### config.mk
export PLATFORM = sky130hd
export DESIGN_NAME = multdiv_issue_flat
export DESIGN_NICKNAME = d
export VERILOG_FILES = /design/src/rtl/multdiv_issue_if.sv /design/src/rtl/multdiv_issue.sv /design/src/flat_wrapper.sv
export SDC_FILE = /design/constraint.sdc
export NUM_CORES = 1
export LEC_CHECK = 0
export CORE_MARGIN = 5
export CORE_UTILIZATION = 35
export DETAILED_ROUTE_END_ITERATION = 10
export DONT_BUFFER_PORTS = 1
export PLACE_DENSITY = 0.54
export SYNTH_ARGS = -nofsm -noshare
export SYNTH_HDL_FRONTEND = slang
export SYNTH_SLANG_ARGS = --single-unit
export TNS_END_PERCENT = 50
### constraint.sdc
create_clock -name clock -period 10.1 [get_ports clock]
set_input_delay 2.02 -clock clock [delete_from_list [all_inputs] [get_ports clock]]
set_output_delay 2.02 -clock clock [all_outputs]
set_load 0.02 [all_outputs]
### src/rtl/multdiv_issue_if.sv
// Issue-side and multdiv-side signal bundle for the multiply/divide sequencer.
// The master modport is the surrounding pipeline and unit; the slave modport is the sequencer.
interface multdiv_issue_if;
  logic        issue_valid;
  logic        issue_is_div;
  logic [31:0] issue_a;
  logic [31:0] issue_b;
  logic [4:0]  issue_rd;
  logic        flush;
  logic [31:0] md_operandA;
  logic [31:0] md_operandB;
  logic        md_ctrl_MULT;
  logic        md_ctrl_DIV;
  logic [31:0] md_result;
  logic        md_exception;
  logic        md_resultRDY;
  logic        stall;
  logic        wb_valid;
  logic [4:0]  wb_rd;
  logic [31:0] wb_data;
  logic        wb_exception;
  logic        err_timeout;

  modport master (
    output issue_valid, issue_is_div, issue_a, issue_b, issue_rd, flush,
    output md_result, md_exception, md_resultRDY,
    input  md_operandA, md_operandB, md_ctrl_MULT, md_ctrl_DIV,
    input  stall, wb_valid, wb_rd, wb_data, wb_exception, err_timeout
  );

  modport slave (
    input  issue_valid, issue_is_div, issue_a, issue_b, issue_rd, flush,
    input  md_result, md_exception, md_resultRDY,
    output md_operandA, md_operandB, md_ctrl_MULT, md_ctrl_DIV,
    output stall, wb_valid, wb_rd, wb_data, wb_exception, err_timeout
  );
endinterface

### src/rtl/multdiv_issue.sv
// Execute-stage sequencer for the iterative multdiv unit: one start strobe per
// MUL/DIV, pipeline stall until ready, then a single (possibly redirected) write-back beat.
module multdiv_issue #(
  parameter int unsigned MAX_CYCLES   = 64,
  parameter int unsigned RDY_MASK     = 1,
  parameter logic [4:0]  RSTATUS_REG  = 5'd30,
  parameter logic [31:0] MUL_EXC_CODE = 32'd4,
  parameter logic [31:0] DIV_EXC_CODE = 32'd5
) (
  input logic           clock,
  input logic           reset,
  multdiv_issue_if.slave bus
);
  localparam int unsigned CNT_W = $clog2(MAX_CYCLES + 1);

  typedef enum logic [1:0] {ST_IDLE, ST_START, ST_WAIT, ST_DONE} state_t;

  state_t           state;
  logic [CNT_W-1:0] cnt;
  logic [4:0]       rd_q;
  logic             is_div_q;
  logic             rdy_ok_c;
  logic             last_cycle_c;

  // Ready pulses left over from a previous operation are filtered for RDY_MASK cycles.
  assign rdy_ok_c     = bus.md_resultRDY && (cnt >= CNT_W'(RDY_MASK));
  assign last_cycle_c = (cnt == CNT_W'(MAX_CYCLES - 1));

  assign bus.stall = ((state == ST_IDLE) && bus.issue_valid) ||
                     (state == ST_START) || (state == ST_WAIT);

  always_ff @(posedge clock or posedge reset) begin
    if (reset) begin
      state            <= ST_IDLE;
      cnt              <= '0;
      rd_q             <= '0;
      is_div_q         <= 1'b0;
      bus.md_operandA  <= '0;
      bus.md_operandB  <= '0;
      bus.md_ctrl_MULT <= 1'b0;
      bus.md_ctrl_DIV  <= 1'b0;
      bus.wb_valid     <= 1'b0;
      bus.wb_rd        <= '0;
      bus.wb_data      <= '0;
      bus.wb_exception <= 1'b0;
      bus.err_timeout  <= 1'b0;
    end else begin
      bus.md_ctrl_MULT <= 1'b0;
      bus.md_ctrl_DIV  <= 1'b0;
      unique case (state)
        ST_IDLE: begin
          if (bus.issue_valid) begin
            bus.md_operandA  <= bus.issue_a;
            bus.md_operandB  <= bus.issue_b;
            rd_q             <= bus.issue_rd;
            is_div_q         <= bus.issue_is_div;
            bus.md_ctrl_MULT <= !bus.issue_is_div;
            bus.md_ctrl_DIV  <= bus.issue_is_div;
            state            <= ST_START;
          end
        end
        ST_START: begin
          cnt   <= '0;
          state <= bus.flush ? ST_IDLE : ST_WAIT;
        end
        ST_WAIT: begin
          // Flush wins over a coincident ready; ready wins over timeout.
          if (bus.flush) begin
            state <= ST_IDLE;
          end else if (rdy_ok_c) begin
            bus.wb_valid <= 1'b1;
            if (bus.md_exception) begin
              bus.wb_rd        <= RSTATUS_REG;
              bus.wb_data      <= is_div_q ? DIV_EXC_CODE : MUL_EXC_CODE;
              bus.wb_exception <= 1'b1;
            end else begin
              bus.wb_rd        <= rd_q;
              bus.wb_data      <= bus.md_result;
              bus.wb_exception <= 1'b0;
            end
            state <= ST_DONE;
          end else if (last_cycle_c) begin
            bus.err_timeout <= 1'b1;
            state           <= ST_IDLE;
          end else begin
            cnt <= cnt + CNT_W'(1);
          end
        end
        ST_DONE: begin
          bus.wb_valid     <= 1'b0;
          bus.wb_rd        <= '0;
          bus.wb_data      <= '0;
          bus.wb_exception <= 1'b0;
          state            <= ST_IDLE;
        end
      endcase
    end
  end
endmodule

### src/flat_wrapper.sv
// flat-port wrapper written by rule: the top's interface ports become plain ports
module multdiv_issue_flat 
#(
  parameter int unsigned MAX_CYCLES   = 64,
  parameter int unsigned RDY_MASK     = 1,
  parameter logic [4:0]  RSTATUS_REG  = 5'd30,
  parameter logic [31:0] MUL_EXC_CODE = 32'd4,
  parameter logic [31:0] DIV_EXC_CODE = 32'd5
)
  (clock, reset, bus_issue_valid, bus_issue_is_div, bus_issue_a, bus_issue_b, bus_issue_rd, bus_flush, bus_md_result, bus_md_exception, bus_md_resultRDY, bus_md_operandA, bus_md_operandB, bus_md_ctrl_MULT, bus_md_ctrl_DIV, bus_stall, bus_wb_valid, bus_wb_rd, bus_wb_data, bus_wb_exception, bus_err_timeout);
  multdiv_issue_if bus_i ();
  input logic clock;
  input logic reset;
  input wire logic [$bits(bus_i.issue_valid)-1:0] bus_issue_valid;
  input wire logic [$bits(bus_i.issue_is_div)-1:0] bus_issue_is_div;
  input wire logic [$bits(bus_i.issue_a)-1:0] bus_issue_a;
  input wire logic [$bits(bus_i.issue_b)-1:0] bus_issue_b;
  input wire logic [$bits(bus_i.issue_rd)-1:0] bus_issue_rd;
  input wire logic [$bits(bus_i.flush)-1:0] bus_flush;
  input wire logic [$bits(bus_i.md_result)-1:0] bus_md_result;
  input wire logic [$bits(bus_i.md_exception)-1:0] bus_md_exception;
  input wire logic [$bits(bus_i.md_resultRDY)-1:0] bus_md_resultRDY;
  output wire logic [$bits(bus_i.md_operandA)-1:0] bus_md_operandA;
  output wire logic [$bits(bus_i.md_operandB)-1:0] bus_md_operandB;
  output wire logic [$bits(bus_i.md_ctrl_MULT)-1:0] bus_md_ctrl_MULT;
  output wire logic [$bits(bus_i.md_ctrl_DIV)-1:0] bus_md_ctrl_DIV;
  output wire logic [$bits(bus_i.stall)-1:0] bus_stall;
  output wire logic [$bits(bus_i.wb_valid)-1:0] bus_wb_valid;
  output wire logic [$bits(bus_i.wb_rd)-1:0] bus_wb_rd;
  output wire logic [$bits(bus_i.wb_data)-1:0] bus_wb_data;
  output wire logic [$bits(bus_i.wb_exception)-1:0] bus_wb_exception;
  output wire logic [$bits(bus_i.err_timeout)-1:0] bus_err_timeout;
  assign bus_i.issue_valid = bus_issue_valid;
  assign bus_i.issue_is_div = bus_issue_is_div;
  assign bus_i.issue_a = bus_issue_a;
  assign bus_i.issue_b = bus_issue_b;
  assign bus_i.issue_rd = bus_issue_rd;
  assign bus_i.flush = bus_flush;
  assign bus_i.md_result = bus_md_result;
  assign bus_i.md_exception = bus_md_exception;
  assign bus_i.md_resultRDY = bus_md_resultRDY;
  assign bus_md_operandA = bus_i.md_operandA;
  assign bus_md_operandB = bus_i.md_operandB;
  assign bus_md_ctrl_MULT = bus_i.md_ctrl_MULT;
  assign bus_md_ctrl_DIV = bus_i.md_ctrl_DIV;
  assign bus_stall = bus_i.stall;
  assign bus_wb_valid = bus_i.wb_valid;
  assign bus_wb_rd = bus_i.wb_rd;
  assign bus_wb_data = bus_i.wb_data;
  assign bus_wb_exception = bus_i.wb_exception;
  assign bus_err_timeout = bus_i.err_timeout;
  multdiv_issue #(.MAX_CYCLES(MAX_CYCLES), .RDY_MASK(RDY_MASK), .RSTATUS_REG(RSTATUS_REG), .MUL_EXC_CODE(MUL_EXC_CODE), .DIV_EXC_CODE(DIV_EXC_CODE)) u_core (.clock(clock), .reset(reset), .bus(bus_i));
endmodule
==> results of run 1 <==
-- synthesized netlist by cell type (2+ instances only) --
library cell and count:
buf_2 10, nor4_1 2, dfrtp_1 121, nand4_1 2
a22o_1 31, ha_1 2, o21ai_0 2, mux2_2 70
or4_4 2, or3_1 2, clkbuf_1 3, nor2_1 5
a21oi_1 5, nand3_1 2, inv_1 4, nand2_1 6
buf_6 3, mux2i_1 4, o2bb2ai_1 6, nand2b_1 3
-- kinds of logic (layout without fill, tap and decap cells) --
| logic type | after synthesis | in the layout | share of synthesized area [%] |
|---|---|---|---|
| flops | 121 | 121 | 64.9 |
| mux | 74 | 74 | 17.8 |
| compound gates | 55 | 55 | 9.95 |
| simple gates | 34 | 34 | 4.51 |
| buf+inv | 20 | 39 | 2.36 |
| fa+ha+maj | 2 | 2 | 0.536 |
| other cells | 0 | 1 | 0 |
-- placed cells by master (no fill, tap or decap), types with 3 or more instances in the layout --
| cell | instances |
|---|---|
| bufinv_16 | 3 |
| clkinvlp_4 | 4 |
| mux2_2 | 70 |
| a21oi_1 | 5 |
| o2bb2ai_1 | 6 |
| nand2b_1 | 3 |
| a22o_1 | 31 |
| inv_1 | 3 |
| clkbuf_16 | 17 |
| nand2_1 | 6 |
| buf_4 | 3 |
| clkbuf_8 | 3 |
| mux2i_1 | 4 |
| nor2_1 | 5 |
| dfrtp_1 | 121 |
-- worst paths after layout --
kind,from,to,slack [ns],cells past startpoint
min in group asynchronous,reset,u_core.bus.wb_data[10],1.50,1
setup reg to reg,u_core.cnt[0],u_core.bus.wb_data[12],7.79,5
hold / removal,u_core.rd_q[0],u_core.bus.wb_rd[0],0.50,1
setup / recovery,bus_issue_valid,bus_stall,5.64,2
max in group asynchronous,reset,u_core.rd_q[4],7.19,2
hold reg to reg,u_core.rd_q[0],u_core.bus.wb_rd[0],0.50,1
-- where the power goes --
group,switching [mW],internal [mW],total (mW)
Combinational,0.133,0.194,0.328
Clock,0.208,0.408,0.616
Sequential,0.386,0.681,1.07
Total,0.727,1.28,2.01
-- metal layers --
metal / vias up / track usage [%] / share of wire [%]
met5: - / 0 / 0.12
met4: 2 / 6.57 / 1.6
met3: 17 / 8.19 / 13
met2: 153 / 20.2 / 48
met1: 1258 / 15.7 / 38
li1: 1141 / - / -
-- per-stage QoR --
| step | hold WS [ns] | worst slack, ns | cell area (um^2) | power, mW | util [%] |
|---|---|---|---|---|---|
| 2_1_floorplan | 0.462 | 4.87 | 4670 | 1.31 | - |
| 3_3_place_gp | 0.493 | 5.64 | 4830 | 1.40 | 36.8 |
| 3_5_place_dp | 0.496 | 5.64 | 4830 | 1.41 | 36.8 |
| 4_1_cts | 0.509 | 5.64 | 5450 | 2.05 | 41.5 |
| 5_1_grt | 0.512 | 5.63 | 5450 | 2.12 | 41.5 |
| 6_report | 0.500 | 5.64 | 5450 | 2.01 | 41.5 |
-- worst register-to-register path, delay by kind of cell (launching register included) --
| family | cells | cell delay (ns) |
|---|---|---|
| adders and majority gates | 1 | 0.24 |
| AOI/OAI and AO/OA | 3 | 1.30 |
| and+or+nand+nor | 1 | 0.26 |
| DFF | 1 | 0.44 |
-- layout make-up --
type | count | share of cell area (%)
Timing Repair Buffer | 3 | 0.413
Antenna cell | 1 | 0.0459
Clock buffer | 22 | 8.70
Multi-Input combinational cell | 165 | 28.3
Tap cell | 176 | 4.04
Sequential cell | 121 | 55.5
Inverter | 4 | 0.321
Clock inverter | 10 | 2.62
-- registers in the layout (all words and copies together) (netlist names) --
| name | flops |
|---|---|
| u_core.bus.err_timeout | 1 |
| u_core.bus.md_ctrl_DIV | 1 |
| u_core.bus.md_ctrl_MULT | 1 |
| u_core.bus.md_operandA | 32 |
| u_core.bus.md_operandB | 32 |
| u_core.bus.wb_data | 32 |
| u_core.bus.wb_exception | 1 |
| u_core.bus.wb_rd | 5 |
| u_core.bus.wb_valid | 1 |
| u_core.cnt | 7 |
| u_core.is_div_q | 1 |
| u_core.rd_q | 5 |
| u_core.state | 2 |
==> impl_metrics.prom, run 1 <==
# TYPE chip_impl_metric gauge
chip_impl_metric{name="detail-route-antenna-nets",unit=""} 0
chip_impl_metric{name="sequential_cell_area",unit="um^2"} 3030
chip_impl_metric{name="antenna_found_initial",unit=""} 2
chip_impl_metric{name="max-slew-margin-rel",unit="%"} 29.6
chip_impl_metric{name="ctsHoldBuffers",unit=""} 0
chip_impl_metric{name="drcViolationCount",unit=""} 0
chip_impl_metric{name="start_util",unit="%"} 35.5
chip_impl_metric{name="worst-endpoint-arrival",unit="ns"} 2.44
chip_impl_info{name="synth_largest_area_cell",value="dfrtp_1"} 1
chip_impl_metric{name="dieArea",unit="um^2"} 15700
chip_impl_metric{name="synth_area",unit="um^2"} 4670
chip_impl_metric{name="place.detailed.hpwl",unit="um"} 7330
chip_impl_info{name="synth-main-ff-cell",value="dfrtp_1"} 1
chip_impl_metric{name="number_of_inserted_filler_cells_in_the_final_layout",unit=""} 1224
chip_impl_metric{name="area_used_by_multi_input_combinational_logic",unit="um^2"} 1540
chip_impl_info{name="worstHoldPathType",value="flip-flop to flip-flop"} 1
chip_impl_info{name="cp_cell_sequence",value="nor3_1 > a21oi_1"} 1
chip_impl_info{name="crit_path_top_delay_cell",value="a21oi_1"} 1
chip_impl_metric{name="worst-path-max-fanout",unit=""} 2
chip_impl_metric{name="number_of_global_route_vias_before_repair",unit=""} 2898
chip_impl_metric{name="clk_path_buf_depth",unit=""} 2
chip_impl_metric{name="synth.lib_cells_used.distinct",unit=""} 41
chip_impl_metric{name="core.rowCount",unit=""} 42
chip_impl_metric{name="number_of_iterations_in_the_first_detailed_routing_pass",unit=""} 4
chip_impl_info{name="status",value="completed"} 1
chip_impl_metric{name="syn2layout_area_growth",unit="%"} 16.8
chip_impl_metric{name="synth.yosys.seq_area_share",unit="%"} 64.9
chip_impl_metric{name="maxSlewViolCount",unit=""} 0
chip_impl_metric{name="grt_max_degree",unit=""} 86
chip_impl_metric{name="place.gp.congestion",unit=""} 0.777
chip_impl_metric{name="pin_count",unit=""} 215
chip_impl_metric{name="num-nets-final",unit=""} 422
chip_impl_info{name="rsz0062_at_grt",value="false"} 1
chip_impl_metric{name="routedWlPerCell",unit="um"} 21.1
chip_impl_metric{name="fin_crit",unit="ns"} 4.46
chip_impl_metric{name="critPathMaxStageDelay",unit="ns"} 0.40
chip_impl_metric{name="synth.net_count",unit=""} 416
chip_impl_metric{name="place.port_buffers",unit=""} 0
chip_impl_metric{name="max_clock_freq",unit="MHz"} 224
chip_impl_info{name="setup.worst_path.class",value="input pin to output port"} 1
chip_impl_metric{name="irDropWorstVdd",unit="uV"} 161
chip_impl_metric{name="design.core.area",unit="um^2"} 13100
chip_impl_metric{name="synthesis.yosys.warnings",unit=""} 0
chip_impl_metric{name="postCtsResizedCells",unit=""} 0
chip_impl_info{name="cts_tree",value="built"} 1
chip_impl_metric{name="final.setup.tns",unit="ns"} 0
chip_impl_metric{name="final_cell_count_no_fill",unit=""} 502
chip_impl_metric{name="later_pin_clock_latency_in_the_skew_report",unit="ns"} 0.40
chip_impl_metric{name="powerDensity",unit="nW/um^2"} 369
chip_impl_metric{name="final.period_utilization",unit="%"} 44.2
chip_impl_info{name="ctsRootBufferMaster",value="clkbuf_16"} 1
chip_impl_metric{name="critical_path.n_buffers_inverters",unit=""} 0
chip_impl_metric{name="number_of_hold_violations_in_the_final_report",unit=""} 0
chip_impl_metric{name="number_of_enable_flip_flop_cells_after_synthesis",unit=""} 0
chip_impl_metric{name="post_synth.cell_area_avg",unit="um^2"} 15.2
chip_impl_metric{name="synth.ff_latch_count",unit=""} 121
chip_impl_metric{name="max_slew.worst_pin.slew",unit="ns"} 1.05
chip_impl_metric{name="grt_usage",unit="%"} 13.6
chip_impl_metric{name="crit_required",unit="ns"} 8.08
chip_impl_metric{name="numCtsBuffers",unit=""} 17
chip_impl_metric{name="cts_max_level",unit=""} 4
chip_impl_metric{name="cts_num_sinks",unit=""} 121
chip_impl_metric{name="timing.clock.skew",unit="ns"} 0.00684
chip_impl_metric{name="detailedRoute.firstIterationViolations",unit=""} 144
chip_impl_info{name="worst_path_dominant_cell_family",value="compound AO/OA/AOI/OAI gates"} 1
chip_impl_metric{name="clkTransAtPathRegs",unit="ns"} 0.05
chip_impl_metric{name="global_route.overflow_total",unit=""} 0
chip_impl_info{name="worst_setup_sp_type",value="input pin"} 1
chip_impl_metric{name="die_height",unit="um"} 125
chip_impl_metric{name="route.final.wire_length",unit="um"} 10600
chip_impl_metric{name="fraction_of_layout_instances_using_a_drive_strength_above_1",unit="%"} 34.8
chip_impl_metric{name="synthDominantCellAreaShare",unit="%"} 64.9
chip_impl_metric{name="synth_cells",unit=""} 306
chip_impl_metric{name="dieWidth",unit="um"} 125
chip_impl_info{name="ys_top_cells_by_area",value="dfrtp_1 (65%), mux2_2 (17%), a22o_1 (5.8%)"} 1
chip_impl_metric{name="grt_first_pass_wirelength",unit="um"} 16700
chip_impl_metric{name="vias",unit=""} 2571
chip_impl_metric{name="number_of_buffers_inserted_by_post_cts_setup_repair",unit=""} 0
chip_impl_metric{name="static-leakage-power",unit="nW"} 2.36
chip_impl_metric{name="async_flop_share",unit="%"} 100
chip_impl_info{name="critical_path.endpoint_type",value="output port"} 1
chip_impl_metric{name="placed_cells",unit=""} 469
chip_impl_metric{name="vias_per_cell",unit=""} 5.12
chip_impl_metric{name="max_capacitance_violation_count",unit=""} 0
chip_impl_metric{name="setup_violations",unit=""} 0
Note: power is estimated with default switching activity, not from simulation.
==> run 2: changes to the inputs <==
--- a/config.mk
+++ b/config.mk
@@ -9,7 +9,7 @@
 export CORE_UTILIZATION = 35
 export DETAILED_ROUTE_END_ITERATION = 10
 export DONT_BUFFER_PORTS = 1
-export PLACE_DENSITY = 0.54
+export PLACE_DENSITY = 0.56
 export SYNTH_ARGS = -nofsm -noshare
 export SYNTH_HDL_FRONTEND = slang
 export SYNTH_SLANG_ARGS = --single-unit
==> constraint.sdc (replaced) <==
create_clock -name clock -period 4.05 [get_ports clock]
set_input_delay 0.81 -clock clock [delete_from_list [all_inputs] [get_ports clock]]
set_output_delay 0.81 -clock clock [all_outputs]
set_load 0.02 [all_outputs]
==> run 2 against run 1 <==
  * Power grew 150%
  * Wire length up 2.9%
  * Worst hold slack got worse by 0.074 ns
  * Critical path type is now flip-flop to flip-flop
  * Critical path depth is 4 higher
  * Clock power increased by 140%
  * Die area did not move
  * Sequential power increased by 150%
  * Sequential cell count unchanged
  * First-iteration DRC count fell by 20%
==> impl_metrics.prom, run 2 (synthesis results as in run 1) <==
# TYPE chip_impl_metric gauge
chip_impl_metric{name="fraction_of_layout_instances_using_a_drive_strength_above_1",unit="%"} 34.7
chip_impl_metric{name="place.gp.congestion",unit=""} 0.746
chip_impl_metric{name="max_clock_freq",unit="MHz"} 432
chip_impl_metric{name="detail-route-antenna-nets",unit=""} 0
chip_impl_info{name="cts_tree",value="built"} 1
chip_impl_metric{name="area_used_by_multi_input_combinational_logic",unit="um^2"} 1540
chip_impl_metric{name="antenna_found_initial",unit=""} 1
chip_impl_metric{name="start_util",unit="%"} 35.5
chip_impl_metric{name="number_of_iterations_in_the_first_detailed_routing_pass",unit=""} 4
chip_impl_metric{name="place.detailed.hpwl",unit="um"} 7670
chip_impl_info{name="reg_top3",value="u_core.bus.md_operandA: 32 flops, u_core.bus.md_operandB: 32 flops, u_core.bus.wb_data: 32 flops"} 1
chip_impl_metric{name="worst-path-max-fanout",unit=""} 21
chip_impl_metric{name="dieArea",unit="um^2"} 15700
chip_impl_metric{name="clk_path_buf_depth",unit=""} 2
chip_impl_metric{name="timing.clock.skew",unit="ns"} 0.00631
chip_impl_metric{name="number_of_buffers_inserted_by_post_cts_setup_repair",unit=""} 0
chip_impl_info{name="worst_setup_sp_type",value="flip-flop"} 1
chip_impl_info{name="ctsRootBufferMaster",value="clkbuf_16"} 1
chip_impl_metric{name="critical_path.n_buffers_inverters",unit=""} 1
chip_impl_metric{name="antenna-diode-count",unit=""} 0
chip_impl_metric{name="worst_slack",unit="ns"} 1.74
chip_impl_metric{name="final_cell_count_no_fill",unit=""} 499
chip_impl_metric{name="drcViolationCount",unit=""} 0
chip_impl_info{name="crit_path_top_delay_cell",value="dfrtp_1"} 1
chip_impl_metric{name="placed_cells",unit=""} 471
chip_impl_metric{name="max_capacitance_violation_count",unit=""} 0
chip_impl_metric{name="vias_per_cell",unit=""} 5.21
chip_impl_metric{name="crit_required",unit="ns"} 4.34
chip_impl_metric{name="static-leakage-power",unit="nW"} 2.36
chip_impl_metric{name="max-slew-margin-rel",unit="%"} 30.6
chip_impl_metric{name="fin_crit",unit="ns"} 2.31
chip_impl_metric{name="num-nets-final",unit=""} 424
chip_impl_metric{name="number_of_hold_violations_in_the_final_report",unit=""} 0
chip_impl_info{name="cp_cell_sequence",value="ha_1 > or4_4 > o211ai_4 > nor2_2 > buf_4 > a22o_1"} 1
chip_impl_metric{name="grt_max_degree",unit=""} 74
chip_impl_metric{name="global_route.overflow_total",unit=""} 0
chip_impl_info{name="worst_path_dominant_cell_family",value="simple AND/OR/NAND/NOR gates"} 1
chip_impl_info{name="layout.cells.most_common",value="dfrtp_1"} 1
chip_impl_metric{name="sequential_cell_area",unit="um^2"} 3030
chip_impl_metric{name="cts_max_level",unit=""} 4
chip_impl_metric{name="numCtsBuffers",unit=""} 17
chip_impl_metric{name="cts_num_sinks",unit=""} 121
chip_impl_metric{name="grt_usage",unit="%"} 14.3
chip_impl_info{name="setup.worst_path.class",value="flip-flop to flip-flop"} 1
chip_impl_metric{name="powerDensity",unit="nW/um^2"} 913
chip_impl_metric{name="ctsHoldBuffers",unit=""} 0
chip_impl_metric{name="critPathMaxStageDelay",unit="ns"} 0.45
chip_impl_info{name="status",value="completed"} 1
chip_impl_metric{name="detailedRoute.firstIterationViolations",unit=""} 115
chip_impl_metric{name="final.setup.tns",unit="ns"} 0
chip_impl_metric{name="number_of_inserted_filler_cells_in_the_final_layout",unit=""} 1232
chip_impl_metric{name="grt_first_pass_wirelength",unit="um"} 17300
chip_impl_metric{name="maxSlewViolCount",unit=""} 0
chip_impl_metric{name="die_height",unit="um"} 125
chip_impl_metric{name="max_slew.worst_pin.slew",unit="ns"} 1.04
chip_impl_metric{name="pin_count",unit=""} 215
chip_impl_metric{name="irDropWorstVdd",unit="uV"} 380
chip_impl_metric{name="dpl_worst_slack",unit="ns"} 1.65
chip_impl_info{name="most_used_cells_in_the_layout_excluding_fill_and_tap_cells",value="dfrtp_1 (121), mux2_2 (70), a22o_1 (31)"} 1
chip_impl_metric{name="route.final.wire_length",unit="um"} 10900
chip_impl_metric{name="later_pin_clock_latency_in_the_skew_report",unit="ns"} 0.41
chip_impl_metric{name="final.period_utilization",unit="%"} 57.1
chip_impl_info{name="rsz0062_at_grt",value="false"} 1
chip_impl_metric{name="vias",unit=""} 2599
chip_impl_info{name="critical_path.endpoint_type",value="flip-flop"} 1
chip_impl_metric{name="clkTransAtPathRegs",unit="ns"} 0.05
chip_impl_metric{name="postCtsResizedCells",unit=""} 0
chip_impl_metric{name="number_of_global_route_vias_before_repair",unit=""} 2905
chip_impl_metric{name="setup_violations",unit=""} 0
chip_impl_metric{name="worst-endpoint-arrival",unit="ns"} 2.60
chip_impl_metric{name="routedWlPerCell",unit="um"} 21.8
chip_impl_metric{name="design.core.area",unit="um^2"} 13100
chip_impl_metric{name="core.rowCount",unit=""} 42
chip_impl_metric{name="place.port_buffers",unit=""} 0
chip_impl_metric{name="syn2layout_area_growth",unit="%"} 16.1
chip_impl_info{name="worstHoldPathType",value="input pin to async pin"} 1
chip_impl_metric{name="dieWidth",unit="um"} 125
run 2: cell types whose count changed in the layout (fill, tap and decap cells not counted):
cell | before | now
clkbuf_1 | 2 | 1
clkinv_2 | 1 | 3
diode_2 | 1 | 0
clkinvlp_4 | 4 | 3
clkbuf_8 | 3 | 1
buf_4 | 3 | 5
clkinv_4 | 2 | 0
run 2: power breakdown:
group          switching (mW)  internal [mW]
registers               0.968           1.70
clock network           0.505          0.964
logic                   0.327          0.485
run 2: final timing paths:
check | from | endpoint | slack, ns | cells after the start
min reg2reg | u_core.rd_q[4] | u_core.rd_q[4] | 0.51 | 1
max | u_core.cnt[0] | u_core.bus.wb_data[23] | 1.74 | 6
min | reset | u_core.bus.md_operandA[14] | 0.43 | 1
max reg2reg | u_core.cnt[0] | u_core.bus.wb_data[23] | 1.74 | 6
max in group asynchronous | reset | u_core.is_div_q | 2.82 | 2
min in group clock | bus_issue_is_div | u_core.bus.md_ctrl_MULT | 0.47 | 1
run 2: cell type report:
class / instances / area share [%]
Multi-Input combinational cell: 165 / 28.5
Inverter: 4 / 0.323
Clock inverter: 9 / 2.36
Timing Repair Buffer: 5 / 0.693
Clock buffer: 19 / 8.18
Tap cell: 176 / 4.06
Sequential cell: 121 / 55.9
run 2: layer usage:
metal	global-route usage [%]	wire length [um]	up-vias
met4	4.97	156	2
met3	9.59	1370	18
met5	0	13	-
li1	-	-	1141
met1	16.3	4090	1298
met2	21.4	5270	140
run 2: through the flow:
stage	hold WS [ns]	util, %	power (mW)	cell area [um^2]
2_1_floorplan	0.462	-	3.26	4670
3_3_place_gp	0.495	36.9	3.49	4850
3_5_place_dp	0.500	36.9	3.52	4850
4_1_cts	0.435	41.2	5.04	5420
5_1_grt	0.446	41.2	5.23	5420
6_report	0.426	41.2	4.95	5420
